==> src/rtl/fc_pkg.sv <==
// Shared state encoding and width helpers for the streaming fully-connected neuron.
package fc_pkg;

  typedef enum logic [1:0] {
    IDLE  = 2'd0,
    ACCUM = 2'd1,
    DRAIN = 2'd2,
    OUT   = 2'd3
  } state_e;

  // Edges spent in DRAIN: product stage, lane-sum stage, accumulate stage.
  localparam int DRAIN_CYCLES = 3;

  function automatic int acc_width(input int width, input int in);
    return 2 * width + $clog2(in);
  endfunction

  function automatic int lane_sum_width(input int width, input int lanes);
    return 2 * width + $clog2(lanes);
  endfunction

endpackage

==> src/rtl/fc_lane_dot.sv <==
// Per-beat dot product across LANES lanes: registered products, then a registered lane sum.
module fc_lane_dot import fc_pkg::*; #(
  parameter int WIDTH = 8,
  parameter int LANES = 4,
  localparam int SW = lane_sum_width(WIDTH, LANES)
) (
  input  logic                      clk,
  input  logic                      rst_n,
  input  logic                      in_valid,
  input  logic [LANES*WIDTH-1:0]    x,
  input  logic [LANES*WIDTH-1:0]    w,
  output logic                      out_valid,
  output logic signed [SW-1:0]      sum
);

  localparam int PW = 2 * WIDTH;

  logic signed [PW-1:0] prod_r [LANES];
  logic signed [SW-1:0] tree_s;
  logic signed [SW-1:0] sum_r;
  logic                 valid1_r;
  logic                 valid2_r;

  // Stage 1: signed lane products
  always_ff @(posedge clk or negedge rst_n) begin
    if (!rst_n) begin
      valid1_r <= 1'b0;
      for (int j = 0; j < LANES; j++) prod_r[j] <= {PW{1'b0}};
    end else begin
      valid1_r <= in_valid;
      for (int j = 0; j < LANES; j++)
        prod_r[j] <= PW'($signed(x[j*WIDTH +: WIDTH])) * PW'($signed(w[j*WIDTH +: WIDTH]));
    end
  end

  // Sign-extended sum of all lane products
  always_comb begin
    tree_s = {SW{1'b0}};
    for (int j = 0; j < LANES; j++) tree_s = tree_s + SW'(prod_r[j]);
  end

  // Stage 2: registered lane sum
  always_ff @(posedge clk or negedge rst_n) begin
    if (!rst_n) begin
      valid2_r <= 1'b0;
      sum_r    <= {SW{1'b0}};
    end else begin
      valid2_r <= valid1_r;
      sum_r    <= tree_s;
    end
  end

  assign out_valid = valid2_r;
  assign sum       = sum_r;

endmodule

==> src/rtl/fc_neuron_stream.sv <==
// Streaming fully-connected neuron: programmable weights, pipelined lane dot product,
// frame accumulator, optional ReLU and a held output register with backpressure.
module fc_neuron_stream import fc_pkg::*; #(
  parameter int WIDTH   = 8,
  parameter int IN      = 128,
  parameter int LANES   = 4,
  parameter int RELU_EN = 1,
  localparam int ACC_WIDTH = acc_width(WIDTH, IN),
  localparam int AW        = $clog2(IN)
) (
  input  logic                   clk,
  input  logic                   rst_n,
  input  logic                   w_we,
  input  logic [AW-1:0]          w_addr,
  input  logic [WIDTH-1:0]       w_data,
  output logic                   busy,
  input  logic                   s_valid,
  output logic                   s_ready,
  input  logic [LANES*WIDTH-1:0] s_data,
  input  logic                   s_last,
  output logic                   m_valid,
  input  logic                   m_ready,
  output logic [ACC_WIDTH-1:0]   m_data,
  output logic                   err
);

  localparam int BEATS = IN / LANES;
  localparam int BW    = (BEATS > 1) ? $clog2(BEATS) : 1;
  localparam int SW    = lane_sum_width(WIDTH, LANES);

  logic signed [WIDTH-1:0]     wmem_r [IN];
  state_e                      state_r;
  logic [BW-1:0]               beat_r;
  logic [1:0]                  drain_r;
  logic signed [ACC_WIDTH-1:0] acc_r;
  logic signed [ACC_WIDTH-1:0] relu_s;
  logic [ACC_WIDTH-1:0]        m_data_r;
  logic                        m_valid_r;
  logic                        s_ready_r;
  logic                        busy_r;
  logic                        err_r;
  logic                        accept_s;
  logic                        last_beat_s;
  logic [LANES*WIDTH-1:0]      w_lanes_s;
  logic                        lane_valid_s;
  logic signed [SW-1:0]        lane_sum_s;

  assign accept_s    = s_valid && s_ready_r;
  assign last_beat_s = (beat_r == BW'(BEATS - 1));

  // Weight register file; deliberately not reset so weights survive rst_n
  always_ff @(posedge clk) begin
    if (w_we && !busy_r) wmem_r[w_addr] <= w_data;
  end

  // Weights for the current beat, one per lane
  always_comb begin
    w_lanes_s = {(LANES*WIDTH){1'b0}};
    for (int j = 0; j < LANES; j++)
      w_lanes_s[j*WIDTH +: WIDTH] = wmem_r[AW'(beat_r) * AW'(LANES) + AW'(j)];
  end

  fc_lane_dot #(
    .WIDTH (WIDTH),
    .LANES (LANES)
  ) u_lane_dot (
    .clk       (clk),
    .rst_n     (rst_n),
    .in_valid  (accept_s),
    .x         (s_data),
    .w         (w_lanes_s),
    .out_valid (lane_valid_s),
    .sum       (lane_sum_s)
  );

  // Frame accumulator; cleared by the first beat so frames never mix
  always_ff @(posedge clk or negedge rst_n) begin
    if (!rst_n) begin
      acc_r <= {ACC_WIDTH{1'b0}};
    end else if (state_r == IDLE && accept_s) begin
      acc_r <= {ACC_WIDTH{1'b0}};
    end else if (lane_valid_s) begin
      acc_r <= acc_r + ACC_WIDTH'(lane_sum_s);
    end
  end

  // Optional ReLU on the finished sum
  always_comb begin
    if (RELU_EN != 0 && acc_r[ACC_WIDTH-1]) relu_s = {ACC_WIDTH{1'b0}};
    else                                    relu_s = acc_r;
  end

  // Frame FSM, beat counter, framing check and registered outputs
  always_ff @(posedge clk or negedge rst_n) begin
    if (!rst_n) begin
      state_r   <= IDLE;
      beat_r    <= {BW{1'b0}};
      drain_r   <= 2'd0;
      s_ready_r <= 1'b0;
      m_valid_r <= 1'b0;
      m_data_r  <= {ACC_WIDTH{1'b0}};
      busy_r    <= 1'b0;
      err_r     <= 1'b0;
    end else begin
      err_r <= accept_s && (s_last != last_beat_s);
      case (state_r)
        IDLE, ACCUM: begin
          s_ready_r <= 1'b1;
          if (accept_s) begin
            busy_r <= 1'b1;
            if (last_beat_s) begin
              state_r   <= DRAIN;
              beat_r    <= {BW{1'b0}};
              drain_r   <= 2'd0;
              s_ready_r <= 1'b0;
            end else begin
              state_r <= ACCUM;
              beat_r  <= beat_r + BW'(1);
            end
          end
        end
        DRAIN: begin
          if (drain_r == 2'(DRAIN_CYCLES - 1)) begin
            state_r   <= OUT;
            m_valid_r <= 1'b1;
            m_data_r  <= relu_s;
          end else begin
            drain_r <= drain_r + 2'd1;
          end
        end
        OUT: begin
          if (m_ready) begin
            state_r   <= IDLE;
            m_valid_r <= 1'b0;
            s_ready_r <= 1'b1;
            busy_r    <= 1'b0;
          end
        end
        default: begin
          state_r   <= IDLE;
          s_ready_r <= 1'b0;
          m_valid_r <= 1'b0;
          busy_r    <= 1'b0;
        end
      endcase
    end
  end

  assign s_ready = s_ready_r;
  assign m_valid = m_valid_r;
  assign m_data  = m_data_r;
  assign busy    = busy_r;
  assign err     = err_r;

endmodule

==> config.mk <==
export PLATFORM = sky130hd
export DESIGN_NAME = fc_neuron_stream
export DESIGN_NICKNAME = d
export VERILOG_FILES = /design/src/rtl/fc_pkg.sv /design/src/rtl/fc_lane_dot.sv /design/src/rtl/fc_neuron_stream.sv
export SDC_FILE = /design/constraint.sdc
export NUM_CORES = 2
export LEC_CHECK = 0
export CORE_UTILIZATION = 55
export DETAILED_ROUTE_END_ITERATION = 7
export PLACE_DENSITY = 0.81
export SLEW_MARGIN = 20
export SYNTH_ARGS = -nofsm -noshare
export SYNTH_HDL_FRONTEND = slang
export SYNTH_HIERARCHICAL = 1
export SYNTH_SLANG_ARGS = --single-unit
==> constraint.sdc <==
create_clock -name clk -period 9.2 [get_ports clk]
set_input_delay 2.76 -clock clk [delete_from_list [all_inputs] [get_ports clk]]
set_output_delay 2.76 -clock clk [all_outputs]
set_load 0.01 [all_outputs]
# After elaboration in Yosys (flattened, before gate mapping)
# Memory sizes are Yosys's and may differ from the RTL's.
# Cells that the tools add are included.
# op_classes
n_mul	4
n_eq_ne	11
n_reduce_logical	18
muxes	24
addsub	9
# op_table
op	n
8-bit by 8-bit multiplier with 16-bit output	4
23-bit two-way mux	2
23-bit by 18-bit adder with 23-bit output	1
22-bit two-way mux	1
17-bit by 16-bit adder with 18-bit output	1
18-bit by 16-bit adder with 18-bit output	1
16-bit by 16-bit adder with 17-bit output	1
7-bit by 2-bit adder with 7-bit output (second input constant)	2
2-bit two-way mux	7
2-bit != test (second input constant)	5
3-bit AND reduction	3
1-bit two-way mux	8
2-bit nonzero test	4
7-bit by 1-bit adder with 7-bit output (second input constant)	1
2-bit == test (second input constant)	3
1-bit one-hot mux with 2 select lines	3
2-bit one-hot mux with 3 select lines	1
2-bit AND reduction	3
5-bit by 1-bit adder with 5-bit output (second input constant)	1
5-bit == test (second input constant)	1
5-bit two-way mux	1
1-bit logical AND	4
2-bit one-hot mux with 2 select lines	1
4-bit AND reduction	1
other kinds (6)	6
# word_totals
output_inout_bits	27
mem_count	1
regBits	143
input_bits	53
ramBits	1024
# memory_table
memory	words	word_bits	rd	rd_ports_with_merged_regs	wr	line	text
wmem_r	128	8	4	0	1	fc_neuron_stream.sv:31	logic signed [WIDTH-1:0] wmem_r [IN];

# Longest topological paths before layout
# depth
depth_word	4
mapped_depth	22
depth_no_buf	19

# Modules after synthesis
# Netlist, hierarchy kept.
# by_module_without_submodules
mod	cells_per_inst	seq_area_each_um2	instances	area_each_um2
fc_neuron_stream	2038	32200.9	1	42951.2
fc_lane_dot	1355	2102.0	1	13578.0

# Worst setup path after synthesis
# Ideal clock, no wire load.
# synth_timing
path_kind	input-to-reg
start	input port s_data[23]
end	register u_lane_dot/prod_r[30] (netlist name)
setup_time_ps	116
t_arrival_ps	6558
t_required_ps	9084
path_slack_ps	2527
path_stages	14
path_cell_list	and2_1 > fa_1 > inv_1 > fa_1 > inv_1 > fa_1 > inv_1 > fa_1 > inv_1 > ha_1 > or3_1 > a311oi_1 > nor2_1 > o311ai_0
# synth_via
elab_chain_cells	1
# synth_lines
item	line	text
start: declaration	fc_neuron_stream.sv:19	input logic [LANES*WIDTH-1:0] s_data,
8-bit by 8-bit multiplier with 16-bit output	fc_lane_dot.sv:32	prod_r[j] <= PW'($signed(x[j*WIDTH +: WIDTH])) * PW'($signed(w[j*WIDTH +: WIDTH]));
end signal: indexed assignment	fc_lane_dot.sv:32	
end: declaration	fc_lane_dot.sv:18	logic signed [PW-1:0] prod_r [LANES];
# Every way passes these cells.
# A chain may end at the register's enable or synchronous reset.

# Worst setup path in the final report
# layout_timing
start	register beat_r[0]
end	register u_lane_dot/prod_r[46] (netlist name)
# layout_via
elab_chain_cells	3
# layout_lines
item	line	text
start: declaration	fc_neuron_stream.sv:33	logic [BW-1:0] beat_r;
start signal: assignment	fc_neuron_stream.sv:97	beat_r <= {BW{1'b0}};
start signal: assignment	fc_neuron_stream.sv:113	beat_r <= {BW{1'b0}};
start signal: assignment	fc_neuron_stream.sv:118	beat_r <= beat_r + BW'(1);
7-bit by 1-bit adder with 7-bit output	fc_neuron_stream.sv:60	w_lanes_s[j*WIDTH +: WIDTH] = wmem_r[AW'(beat_r) * AW'(LANES) + AW'(j)];
memory read 128 x 8 bit	-	
via w_lanes_s[11]	fc_neuron_stream.sv:44	logic [LANES*WIDTH-1:0] w_lanes_s;
8-bit by 8-bit multiplier with 16-bit output	fc_lane_dot.sv:32	
# The timed path passes the listed nets, and every way through them passes these cells.

==> summary.md <==
| Metric | Value |
|---|---|
| Worst Max-Slew Pin Slew | 1.12 ns |
| Max cap viols | 0 |
| Async S/R FF share, synth | 12.2% |
| GRT Total Usage | about a quarter |
| Routed len/inst | ~26 um |
| Reg2reg start | beat_r[0] |
| Distinct cells, synth | 63 |
| Hold Path Class | reg -> reg |
| Mean post-synth cell area | 16.7 um2 |
| Largest net degree at the start of global routing | 101 |
| Post-synth top area cell | edfxtp_1 |
| Synth Flop Type | edfxtp_1 |
| Initial core utilization | 55.5% |
| Min-delay src | u_lane_dot/valid1_r |
| Fmax achieved | roughly 140 MHz |
| Hold Crit Depth | 0 |
| Final Util | about 60% |
| Worst setup path startpoint | beat_r[0] |
| Mapped Area | approximately 0.057 mm2 |
| Clk root buf | clkbuf_16 |
| EDFF count, synth | 1024 |
| Drc violations | 0 |
| CTS resizes | 0 |
| H-tree level count | 3 |
| Yosys reg bits | about 1200 |
| Clk pin slew, worst setup/hold paths | approximately 0.070 ns |
| WP data arrival | 7.76 ns |
| Clock Path Buffers | 3 |
| R2R cell count | 18 |
| Worst Skew | 0.0769 ns |
| Setup repair bufs after CTS | 0 |
| Final setup vio count | 0 |
| Outcome | completed |
| R2r setup slk | ~2 ns |
| Layout cells sized above 1 | 16.0% |
| Fin nets | 3968 |
| Gr ovfl total | 0 |
| Synth top area share | 54.4% |
| Overall die width | 323 um |
| Max Slew Vio Count | 0 |
| Most common cell after layout, fill and taps aside | edfxtp_1 |
| Vias per cell | 6.05 |
| Hold-fix buffer count after cts | 0 |
| Critical Path End Type | flip-flop |
| Die area | 0.104 mm2 |
| Clock Latency Late Sink | approximately 0.72 ns |
| Core Rows | around 120 |
| P&R area growth vs syn | 10.4% |
| Routed Antenna Nets | 0 |
| Seq/Total Area, Yosys | between 60% and 70% |
| Crit start category | flip-flop |
| Synth area leaders | edfxtp_1 (54%), mux4_2 (13%), fa_1 (9.0%) |
| Slew HR | ~26% |
| TritonCTS clock tree | built |
| Most frequent cells in the layout | edfxtp_1 (1024), inv_1 (342), mux4_2 (320), fa_1 (254), nor2_1 (213) |
| Worst r2r dst | u_lane_dot/prod_r[46] |
| Hold Crit Endpoint | u_lane_dot/out_valid |
| CTS Buf Count | 111 |
| I/O Buffers | 78 |
| Post-Synthesis Cells | 3393 |
| Critical Path RT | 9.75 ns |
| Crit Path Category | reg -> reg |
| Initial antenna violation count | 8 |
| First-pass GRT wire length | 193 mm |
| Tmin final | 7.21 ns |
| Fin crit share | 78.3% |
| Crit-path max FO | 37 |
| Vias in the first global route | 31100 |
| RSZ-0062 raised after global routing | false |
| Drt total wl | 127 mm |
| Synth warn | 6 |
| Io pins | 80 |
| Sink Count | about 1200 |
| Post-DP HPWL | ~81 mm |
| Vias | 30000 |
| 1st-iter DRT viols | 3316 |
| Syn nets | 3858 |
| Gp weighted congestion | around 0.84 |
| Core area | 0.102 mm2 |
| Final Hold Vio Count | 0 |
| Die height | 323 um |
| DRT Pass-1 Iters | 5 |
| TNS Setup | 0 ns |
[sequential cells by signal, indices dropped and copies added (netlist names)]
signal	count
beat_r	5
m_valid	1
drain_r	2
u_lane_dot/sum	18
u_lane_dot/out_valid	1
u_lane_dot/valid1_r	1
s_ready	1
err	1
u_lane_dot/prod_r	64
wmem_r	1024
state_r	2
busy	1
acc_r	23
m_data	22
[Yosys cell counts (8+ instances only)]
cell type	number
and2_1	181
mux4_2	320
mux2_2	38
a21oi_1	41
nand3_1	23
nand2_1	126
edfxtp_1	1024
nand4_1	8
fa_1	254
mux2i_1	13
o21ai_0	66
xnor2_1	69
o21a_1	21
buf_2	24
and3_1	9
a211oi_1	13
clkbuf_1	75
nor2b_1	35
xor2_1	22
nand2b_1	37
inv_1	342
nor3_1	24
nor2_1	213
buf_1	9
dfrtp_1	142
a21o_1	23
ha_1	158
[worst max-delay path: stages, from the launching register on]
cell and delay (ns):
dfrtp_4 0.76, buf_4 0.70, mux4_2 0.63, mux4_2 0.55, mux2_2 0.40, and2_1 0.22
fa_1 0.61, inv_1 0.14, fa_1 0.55, inv_1 0.06, fa_1 0.54, inv_1 0.06
fa_1 0.53, inv_1 0.05, ha_1 0.24, or3_1 0.37, a311oi_1 0.33, nor4_1 0.11
nand4bb_1 0.18
[cell families (layout without fill, tap and decap cells)]
logic type / count (synthesis) / count (layout) / share of synthesized area (%)
flip-flops: 1166 / 1166 / 60.7
AND/OR/NAND/NOR: 686 / 686 / 6.07
buffers and inverters: 453 / 656 / 3.08
adder cells (fa/ha/maj): 412 / 412 / 12.5
multiplexers: 371 / 371 / 13.7
AO/OA/AOI/OAI: 213 / 213 / 2.53
XOR/XNOR: 91 / 91 / 1.41
other: 1 / 3 / 0.00663
[layer usage]
metal	global-route usage, %	wire length [um]	up-vias
met3	4.63	11000	280
met4	9.16	4730	12
met1	33.1	47300	15500
li1	-	-	12700
met5	0	71	-
met2	42.2	64100	1517
[final cells by class]
cell class	instances	area, um2
tap	1368	1710
clock buffer	133	2870
multi-input combinational	1774	20500
fill	7148	39500
clock inverter	73	687
antenna	2	5.00
timing repair buffer	108	1060
sequential	1166	34300
inverter	342	1280
[per-stage QoR]
stage / setup WS [ns] / hold slack [ns] / cells / area (um2)
final: 1.99 / 0.365 / 4966 / 62400
after global routing: 1.57 / 0.371 / 4964 / 62400
after CTS: 1.90 / 0.370 / 4963 / 62400
after detailed placement: 1.71 / 0.357 / 4757 / 58800
after global placement: 1.79 / 0.334 / 4757 / 58800
after floorplan: 2.53 / 0.331 / 3393 / 56500
[worst max-delay path by stage]
stage	to	slack, ns	cells after the start
finish	u_lane_dot/prod_r[46]	1.99	18
global route	u_lane_dot/prod_r[46]	1.57	19
CTS	u_lane_dot/prod_r[46]	1.90	18
detailed placement	u_lane_dot/prod_r[30]	1.71	15
global placement	u_lane_dot/prod_r[30]	1.79	15
floorplan	u_lane_dot/prod_r[30]	2.53	14
Power is left out: the tool's default activity adds up to more than one toggle a clock period on the data nets, which glitch-free logic cannot reach.
